--- src/rtl/da2_sample_streamer_if.sv ---
// da2_sample_streamer_if: AXI-Lite write-only bus between the sample streamer and the Pmod DA2 slave
//   master modport: drives aw/w channels and bready; receives ready signals and the write response
//   slave modport : the mirror view for the DA2 slave (or a bench model of it)
interface da2_sample_streamer_if #(
  parameter int ADDR_WIDTH = 4
) ();
  logic [ADDR_WIDTH-1:0] awaddr;
  logic [2:0]            awprot;
  logic                  awvalid;
  logic                  awready;
  logic [31:0]           wdata;
  logic [3:0]            wstrb;
  logic                  wvalid;
  logic                  wready;
  logic [1:0]            bresp;
  logic                  bvalid;
  logic                  bready;
  modport master (
    output awaddr, awprot, awvalid, wdata, wstrb, wvalid, bready,
    input  awready, wready, bresp, bvalid
  );
  modport slave (
    input  awaddr, awprot, awvalid, wdata, wstrb, wvalid, bready,
    output awready, wready, bresp, bvalid
  );
endinterface

--- src/rtl/da2_sample_streamer.sv ---
// da2_sample_streamer: buffers AXI-Stream sample pairs and writes them to the DA2 CH0/CH1 registers at a programmable rate
//   s_axi_aclk/s_axi_aresetn : clock, asynchronous active-low reset
//   enable/period            : sample tick every period+1 clocks while enable=1
//   clear_flags              : one-cycle pulse clearing the sticky flags
//   s_axis_*                 : sample pairs in, tdata[11:0]=CH0, tdata[27:16]=CH1
//   m_axi                    : AXI-Lite write master towards the DA2 slave
//   fifo_level               : stored sample pairs
//   underrun/overrun/resp_err: sticky status flags
module da2_sample_streamer #(
  parameter int FIFO_DEPTH         = 16,
  parameter int DUAL_MODE          = 1,
  parameter int DIV_WIDTH          = 16,
  parameter int OFFSET_CH0         = 0,
  parameter int OFFSET_CH1         = 4,
  parameter int C_M_AXI_ADDR_WIDTH = 4
) (
  input  logic                         s_axi_aclk,
  input  logic                         s_axi_aresetn,
  input  logic                         enable,
  input  logic [DIV_WIDTH-1:0]         period,
  input  logic                         clear_flags,
  input  logic [31:0]                  s_axis_tdata,
  input  logic                         s_axis_tvalid,
  output logic                         s_axis_tready,
  da2_sample_streamer_if.master        m_axi,
  output logic [$clog2(FIFO_DEPTH):0]  fifo_level,
  output logic                         underrun,
  output logic                         overrun,
  output logic                         resp_err
);
  localparam int PW = $clog2(FIFO_DEPTH);
  localparam int LW = PW + 1;
  localparam logic [LW-1:0] FULL = LW'(FIFO_DEPTH);
  localparam logic [C_M_AXI_ADDR_WIDTH-1:0] ADDR_CH0 = C_M_AXI_ADDR_WIDTH'(OFFSET_CH0);
  localparam logic [C_M_AXI_ADDR_WIDTH-1:0] ADDR_CH1 = C_M_AXI_ADDR_WIDTH'(OFFSET_CH1);
  typedef enum logic [2:0] {IDLE, WR_CH0, RESP_CH0, WR_CH1, RESP_CH1} state_t;
  state_t                        state_q;
  logic [23:0]                   mem [FIFO_DEPTH];
  logic [PW-1:0]                 wr_q, wr_d, rd_q, rd_d;
  logic [LW-1:0]                 level_q, level_d;
  logic                          tready_q;
  logic [DIV_WIDTH-1:0]          cnt_q, cnt_d;
  logic                          tick, push, pop, empty, idle;
  logic                          awvalid_q, wvalid_q, bready_q;
  logic [C_M_AXI_ADDR_WIDTH-1:0] awaddr_q;
  logic [11:0]                   wdata_q, ch1_q;
  logic                          aw_ok, w_ok;
  logic                          underrun_q, underrun_d, overrun_q, overrun_d, resp_err_q, resp_err_d;
  logic                          unused_tdata;
  assign unused_tdata = ^{s_axis_tdata[31:28], s_axis_tdata[15:12]};
  always_comb begin
    idle       = state_q == IDLE;
    empty      = level_q == '0;
    tick       = enable && cnt_q == period;
    cnt_d      = (!enable || tick) ? '0 : cnt_q + 1'b1;
    push       = s_axis_tvalid && tready_q;
    pop        = tick && idle && !empty;
    wr_d       = push ? wr_q + 1'b1 : wr_q;
    rd_d       = pop ? rd_q + 1'b1 : rd_q;
    level_d    = level_q + LW'(push) - LW'(pop);
    aw_ok      = !awvalid_q || m_axi.awready;
    w_ok       = !wvalid_q || m_axi.wready;
    underrun_d = (tick && idle && empty) || (underrun_q && !clear_flags);
    overrun_d  = (tick && !idle) || (overrun_q && !clear_flags);
    resp_err_d = (bready_q && m_axi.bvalid && m_axi.bresp != 2'b00) || (resp_err_q && !clear_flags);
  end
  always_ff @(posedge s_axi_aclk)
    if (push) mem[wr_q] <= {s_axis_tdata[27:16], s_axis_tdata[11:0]};
  always_ff @(posedge s_axi_aclk or negedge s_axi_aresetn)
    if (!s_axi_aresetn) begin
      wr_q       <= '0;
      rd_q       <= '0;
      level_q    <= '0;
      tready_q   <= 1'b0;
      cnt_q      <= '0;
      underrun_q <= 1'b0;
      overrun_q  <= 1'b0;
      resp_err_q <= 1'b0;
    end else begin
      wr_q       <= wr_d;
      rd_q       <= rd_d;
      level_q    <= level_d;
      tready_q   <= level_d != FULL;
      cnt_q      <= cnt_d;
      underrun_q <= underrun_d;
      overrun_q  <= overrun_d;
      resp_err_q <= resp_err_d;
    end
  // aw and w complete independently; a valid that has dropped counts as done
  always_ff @(posedge s_axi_aclk or negedge s_axi_aresetn)
    if (!s_axi_aresetn) begin
      state_q   <= IDLE;
      awvalid_q <= 1'b0;
      wvalid_q  <= 1'b0;
      bready_q  <= 1'b0;
      awaddr_q  <= '0;
      wdata_q   <= '0;
      ch1_q     <= '0;
    end else begin
      case (state_q)
        IDLE: if (pop) begin
          state_q   <= WR_CH0;
          awvalid_q <= 1'b1;
          wvalid_q  <= 1'b1;
          awaddr_q  <= ADDR_CH0;
          wdata_q   <= mem[rd_q][11:0];
          ch1_q     <= mem[rd_q][23:12];
        end
        WR_CH0, WR_CH1: if (aw_ok && w_ok) begin
          state_q   <= state_q == WR_CH0 ? RESP_CH0 : RESP_CH1;
          awvalid_q <= 1'b0;
          wvalid_q  <= 1'b0;
          bready_q  <= 1'b1;
        end else begin
          awvalid_q <= awvalid_q && !m_axi.awready;
          wvalid_q  <= wvalid_q && !m_axi.wready;
        end
        RESP_CH0, RESP_CH1: if (m_axi.bvalid) begin
          bready_q <= 1'b0;
          if (state_q == RESP_CH0 && DUAL_MODE != 0) begin
            state_q   <= WR_CH1;
            awvalid_q <= 1'b1;
            wvalid_q  <= 1'b1;
            awaddr_q  <= ADDR_CH1;
            wdata_q   <= ch1_q;
          end else
            state_q <= IDLE;
        end
        default: state_q <= IDLE;
      endcase
    end
  assign s_axis_tready = tready_q;
  assign fifo_level    = level_q;
  assign underrun      = underrun_q;
  assign overrun       = overrun_q;
  assign resp_err      = resp_err_q;
  assign m_axi.awaddr  = awaddr_q;
  assign m_axi.awprot  = 3'b000;
  assign m_axi.awvalid = awvalid_q;
  assign m_axi.wdata   = {20'b0, wdata_q};
  assign m_axi.wstrb   = 4'hF;
  assign m_axi.wvalid  = wvalid_q;
  assign m_axi.bready  = bready_q;
endmodule
--- src/flat_wrapper.sv ---
// flat-port wrapper written by rule: the top's interface ports become plain ports
module da2_sample_streamer_flat 
#(
  parameter int FIFO_DEPTH         = 16,
  parameter int DUAL_MODE          = 1,
  parameter int DIV_WIDTH          = 16,
  parameter int OFFSET_CH0         = 0,
  parameter int OFFSET_CH1         = 4,
  parameter int C_M_AXI_ADDR_WIDTH = 4
)
  (s_axi_aclk, s_axi_aresetn, enable, period, clear_flags, s_axis_tdata, s_axis_tvalid, s_axis_tready, fifo_level, underrun, overrun, resp_err, m_axi_awaddr, m_axi_awprot, m_axi_awvalid, m_axi_wdata, m_axi_wstrb, m_axi_wvalid, m_axi_bready, m_axi_awready, m_axi_wready, m_axi_bresp, m_axi_bvalid);
  da2_sample_streamer_if m_axi_i ();
  input  logic s_axi_aclk;
  input  logic s_axi_aresetn;
  input  logic enable;
  input  logic [DIV_WIDTH-1:0] period;
  input  logic clear_flags;
  input  logic [31:0] s_axis_tdata;
  input  logic s_axis_tvalid;
  output logic s_axis_tready;
  output logic [$clog2(FIFO_DEPTH):0] fifo_level;
  output logic underrun;
  output logic overrun;
  output logic resp_err;
  output wire logic [$bits(m_axi_i.awaddr)-1:0] m_axi_awaddr;
  output wire logic [$bits(m_axi_i.awprot)-1:0] m_axi_awprot;
  output wire logic [$bits(m_axi_i.awvalid)-1:0] m_axi_awvalid;
  output wire logic [$bits(m_axi_i.wdata)-1:0] m_axi_wdata;
  output wire logic [$bits(m_axi_i.wstrb)-1:0] m_axi_wstrb;
  output wire logic [$bits(m_axi_i.wvalid)-1:0] m_axi_wvalid;
  output wire logic [$bits(m_axi_i.bready)-1:0] m_axi_bready;
  input wire logic [$bits(m_axi_i.awready)-1:0] m_axi_awready;
  input wire logic [$bits(m_axi_i.wready)-1:0] m_axi_wready;
  input wire logic [$bits(m_axi_i.bresp)-1:0] m_axi_bresp;
  input wire logic [$bits(m_axi_i.bvalid)-1:0] m_axi_bvalid;
  assign m_axi_awaddr = m_axi_i.awaddr;
  assign m_axi_awprot = m_axi_i.awprot;
  assign m_axi_awvalid = m_axi_i.awvalid;
  assign m_axi_wdata = m_axi_i.wdata;
  assign m_axi_wstrb = m_axi_i.wstrb;
  assign m_axi_wvalid = m_axi_i.wvalid;
  assign m_axi_bready = m_axi_i.bready;
  assign m_axi_i.awready = m_axi_awready;
  assign m_axi_i.wready = m_axi_wready;
  assign m_axi_i.bresp = m_axi_bresp;
  assign m_axi_i.bvalid = m_axi_bvalid;
  da2_sample_streamer #(.FIFO_DEPTH(FIFO_DEPTH), .DUAL_MODE(DUAL_MODE), .DIV_WIDTH(DIV_WIDTH), .OFFSET_CH0(OFFSET_CH0), .OFFSET_CH1(OFFSET_CH1), .C_M_AXI_ADDR_WIDTH(C_M_AXI_ADDR_WIDTH)) u_core (.s_axi_aclk(s_axi_aclk), .s_axi_aresetn(s_axi_aresetn), .enable(enable), .period(period), .clear_flags(clear_flags), .s_axis_tdata(s_axis_tdata), .s_axis_tvalid(s_axis_tvalid), .s_axis_tready(s_axis_tready), .m_axi(m_axi_i), .fifo_level(fifo_level), .underrun(underrun), .overrun(overrun), .resp_err(resp_err));
endmodule
--- config.mk ---
export PLATFORM = sky130hd
export DESIGN_NAME = da2_sample_streamer_flat
export DESIGN_NICKNAME = d
export VERILOG_FILES = /design/src/rtl/da2_sample_streamer_if.sv /design/src/rtl/da2_sample_streamer.sv /design/src/flat_wrapper.sv
export SDC_FILE = /design/constraint.sdc
export NUM_CORES = 1
export LEC_CHECK = 0
export CAP_MARGIN = 15
export CORE_ASPECT_RATIO = 0.6
export CORE_MARGIN = 4
export CORE_UTILIZATION = 40
export DETAILED_ROUTE_END_ITERATION = 8
export GPL_ROUTABILITY_DRIVEN = 0
export PLACE_DENSITY = 0.63
export SYNTH_ARGS = -nofsm -noshare
export SYNTH_HDL_FRONTEND = slang
export SYNTH_SLANG_ARGS = --single-unit
--- constraint.sdc ---
create_clock -name s_axi_aclk -period 3.46 [get_ports s_axi_aclk]
set_input_delay 0.692 -clock s_axi_aclk [delete_from_list [all_inputs] [get_ports s_axi_aclk]]
set_output_delay 0.692 -clock s_axi_aclk [all_outputs]
set_load 0.02 [all_outputs]
==> run metrics, run 1 <==
status=complete, no violations; area grow syn2layout=16.0%; Synth Area in Compound Gates=2.05%; count of final max-slew check failures=0; die width=282 um; worst-case clock skew=10.8 ps; sequential share of power=50.8%; number of port buffers=74; initial antenna violation count=1; CTS resizes=0; post-synthesis adder-cell area fraction=0.946%; vias in the first global route=8961; Yosys reg bits=448; top cells by instance count after synthesis=384 x edfxtp_1, 100 x mux4_2, 64 x dfrtp_1; Clock power frac=32.7%; max_slew headroom=25.9%; Leakage=6.95 nW; Starting Density=41.0%; Hold Vio Cnt, Final=0; Crit Path Max Fanout=2; clock sinks=448; Pint=9.94 mW; post-route minimum period=3280 ps; number of max-cap violations=0; die footprint=48600 um2; largest cells by area after synthesis=edfxtp_1 64%, mux4_2 13%, dfrtp_1 8.9%; CTS buffer count=40; largest net degree at the start of global routing=65; Final Cell Area=20900 um2; sequential share of the synthesized area=73.0%; # IOs=113; Cell Area, Placed=19600 um2; DRT Wirelength=39900 um; pre-CTS setup slack=-366 ps; Worst Path Arrival=3690 ps; WL/cell=24.3 um; top-count cell post-synth=edfxtp_1; Tcrit/Tclk final=94.9%; vias per cell=5.37; grt total ovfl=0; Worst-Margin Slew=1110 ps; combinational power share=16.5%; area leader, netlist=edfxtp_1; syn avg cell area=19.8 um2; type of origin of the critical path=input port; Setup crit end kind=flip-flop; Data required, critical path=3870 ps; DP HPWL=23700 um; post-synthesis xor/xnor area fraction=2.04%; die height=172 um; endpoints failing setup=0; final net count=1104; clock transition at the registers of the reported paths=60 ps; Fill cells=3604; DR vias=8821; Post-Synth Simple-Gate Area=3.07%; Layout Utilization=47.6%; Routed Antenna Nets=0; FF/Latch Area=13100 um2; Worst R2R Start=u_core.cnt_q[7]$_DFF_PN0_; Setup Fix Bufs, Post-CTS=0; Pre-Repair DR Iteration Count=5; Total GRT Usage=16.6%; cell area after synthesis=18000 um2; fin cells=1643; max frequency=305 MHz; DR iter-0 viols=930; CTS Root Cell=clkbuf_16; hold_buf cts=0; HP Class=input port to asynchronous set/reset pin; Cell variety after synth=50; synthesis warning total=0; Worst R2R Path Depth=16; layout cell share with drive strength beyond 1=22.8%; cells after synthesis=911; setup slack, reg-to-reg=330 ps; Post-synth EDFFs=384; Post-route DRC=0; Synth top area share=64.1%; CTS tree=done; Worst-Skew Late Latency=540 ps; mux cell area share after synthesis=15.9%; clk buf depth=3; crit path kind=input port to flip-flop; PwrDens=641 nW/um2; global-route wire length before repair=59300 um; main combinational cell family by area after synthesis=multiplexers; dominant synthesized flop cell=edfxtp_1; post-route setup slack=178 ps; row cnt=59; P_sw=3.44 mW; multi-input logic area=4440 um2; switch share=25.7%; Placed Cells=1570; Core ar.=43800 um2; capturing point of the worst reg2reg path=u_core.s_axis_tready$_DFF_PN0_; Max VDD drop=0.465 mV; total number of H-tree levels=2; ys async rst share=14.3%
-- power by group through the flow --
stage	logic, mW	registers, mW	clock network, mW
6_report	2.20	6.80	4.38
4_1_cts	2.25	6.80	4.50
2_1_floorplan	1.10	7.00	0
3_5_place_dp	2.24	6.91	0
5_1_grt	2.39	6.86	4.75
3_3_place_gp	2.21	6.89	0
-- critical path: stages --
cell             delay [ps]
clkdlybuf4s50_1         420
xor2_1                  190
nor4_2                  350
buf_4                   170
nand4_2                 130
nor3_2                  190
buf_4                   140
ha_1                    210
inv_1                    60
ha_1                    150
inv_1                    60
fa_1                    420
inv_1                    70
a21oi_1                  50
o21bai_1                150
xnor2_1                 160
nand2_1                  70
-- placed cells by master (no fill, tap or decap), types with 2 or more instances in the layout --
master           count
dfrtp_4              2
conb_1              30
o21ai_1              2
dfrtp_1             61
clkinv_2             3
a21o_1               6
nor3_1               9
a222oi_1             3
ha_1                12
nand4_1              2
o21bai_1             2
xor2_1              28
nand2_1             18
clkinvlp_4           3
bufinv_16            2
mux4_2             100
inv_1               28
buf_12               9
nor2_1              33
o21ai_0              3
a221o_1             11
a21oi_1              4
clkbuf_16           42
xnor2_1             14
buf_4               35
clkinv_1             3
clkbuf_8             5
mux2_2              32
nand3_1             10
and3_1               9
nor2b_1              3
mux2i_1             24
edfxtp_1           384
and2_1              15
clkbuf_1            13
clkdlybuf4s50_1     73
a221oi_1             4
nor4_1               4
-- worst max path at each step --
stage                          from                              to  cells past startpoint
after floorplan           period[9]  u_core.s_axis_tready$_DFF_PN0_                     14
after global placement    period[9]  u_core.s_axis_tready$_DFF_PN0_                     15
after detailed placement  period[9]  u_core.s_axis_tready$_DFF_PN0_                     17
after CTS                 period[9]  u_core.s_axis_tready$_DFF_PN0_                     17
after global routing      period[9]  u_core.s_axis_tready$_DFF_PN0_                     17
final                     period[9]  u_core.s_axis_tready$_DFF_PN0_                     17
-- registers in the layout, summed over array words and instances, names as in the netlist, 3 cells and up --
name / flops
u_core.state_q: 3
u_core.wr_q: 4
u_core.mem: 384
u_core.ch1_q: 12
u_core.wdata_q: 12
u_core.cnt_q: 16
u_core.rd_q: 4
u_core.fifo_level: 5
-- routing by layer --
metal  track usage (%)  share of wire, %  up-vias
met5                 0             0.033        -
met4              3.13               1.6        2
met3              3.52               7.6       59
met2              25.4                45      309
met1              25.0                45     4644
li1                  -                 -     3807
-- cell type report --
| type | instances | share of cell area, % |
|---|---|---|
| Antenna cell | 1 | 0.0120 |
| Clock inverter | 11 | 0.522 |
| Sequential cell | 448 | 63.0 |
| Timing Repair Buffer | 117 | 5.62 |
| Clock buffer | 61 | 5.64 |
| Tap cell | 579 | 3.47 |
| Inverter | 29 | 0.522 |
| Multi-Input combinational cell | 397 | 21.3 |
-- kinds of logic (layout without fill, tap and decap cells) --
| kind of cell | after synthesis | after routing |
|---|---|---|
| compound gates | 45 | 45 |
| buf+inv | 94 | 218 |
| flops | 448 | 448 |
| xor+xnor | 42 | 42 |
| other cells | 2 | 31 |
| simple gates | 111 | 111 |
| mux | 156 | 156 |
| fa+ha+maj | 13 | 13 |
-- through the flow --
step	power, mW	hold WS, ps	setup TNS [ps]
2_1_floorplan	8.10	396	0
3_3_place_gp	9.10	494	-500
3_5_place_dp	9.15	498	-658
4_1_cts	13.6	290	0
5_1_grt	14.0	327	-40.5
6_report	13.4	259	0
Note: power is estimated with default switching activity, not from simulation.
==> run 2, diff against run 1 <==
- CTS_CLUSTER_DIAMETER: unset -> 50
- HOLD_SLACK_MARGIN: unset -> 0.03
==> results of run 2 <==
No change in the layout: final DEF, timing and power equal those of run 1.
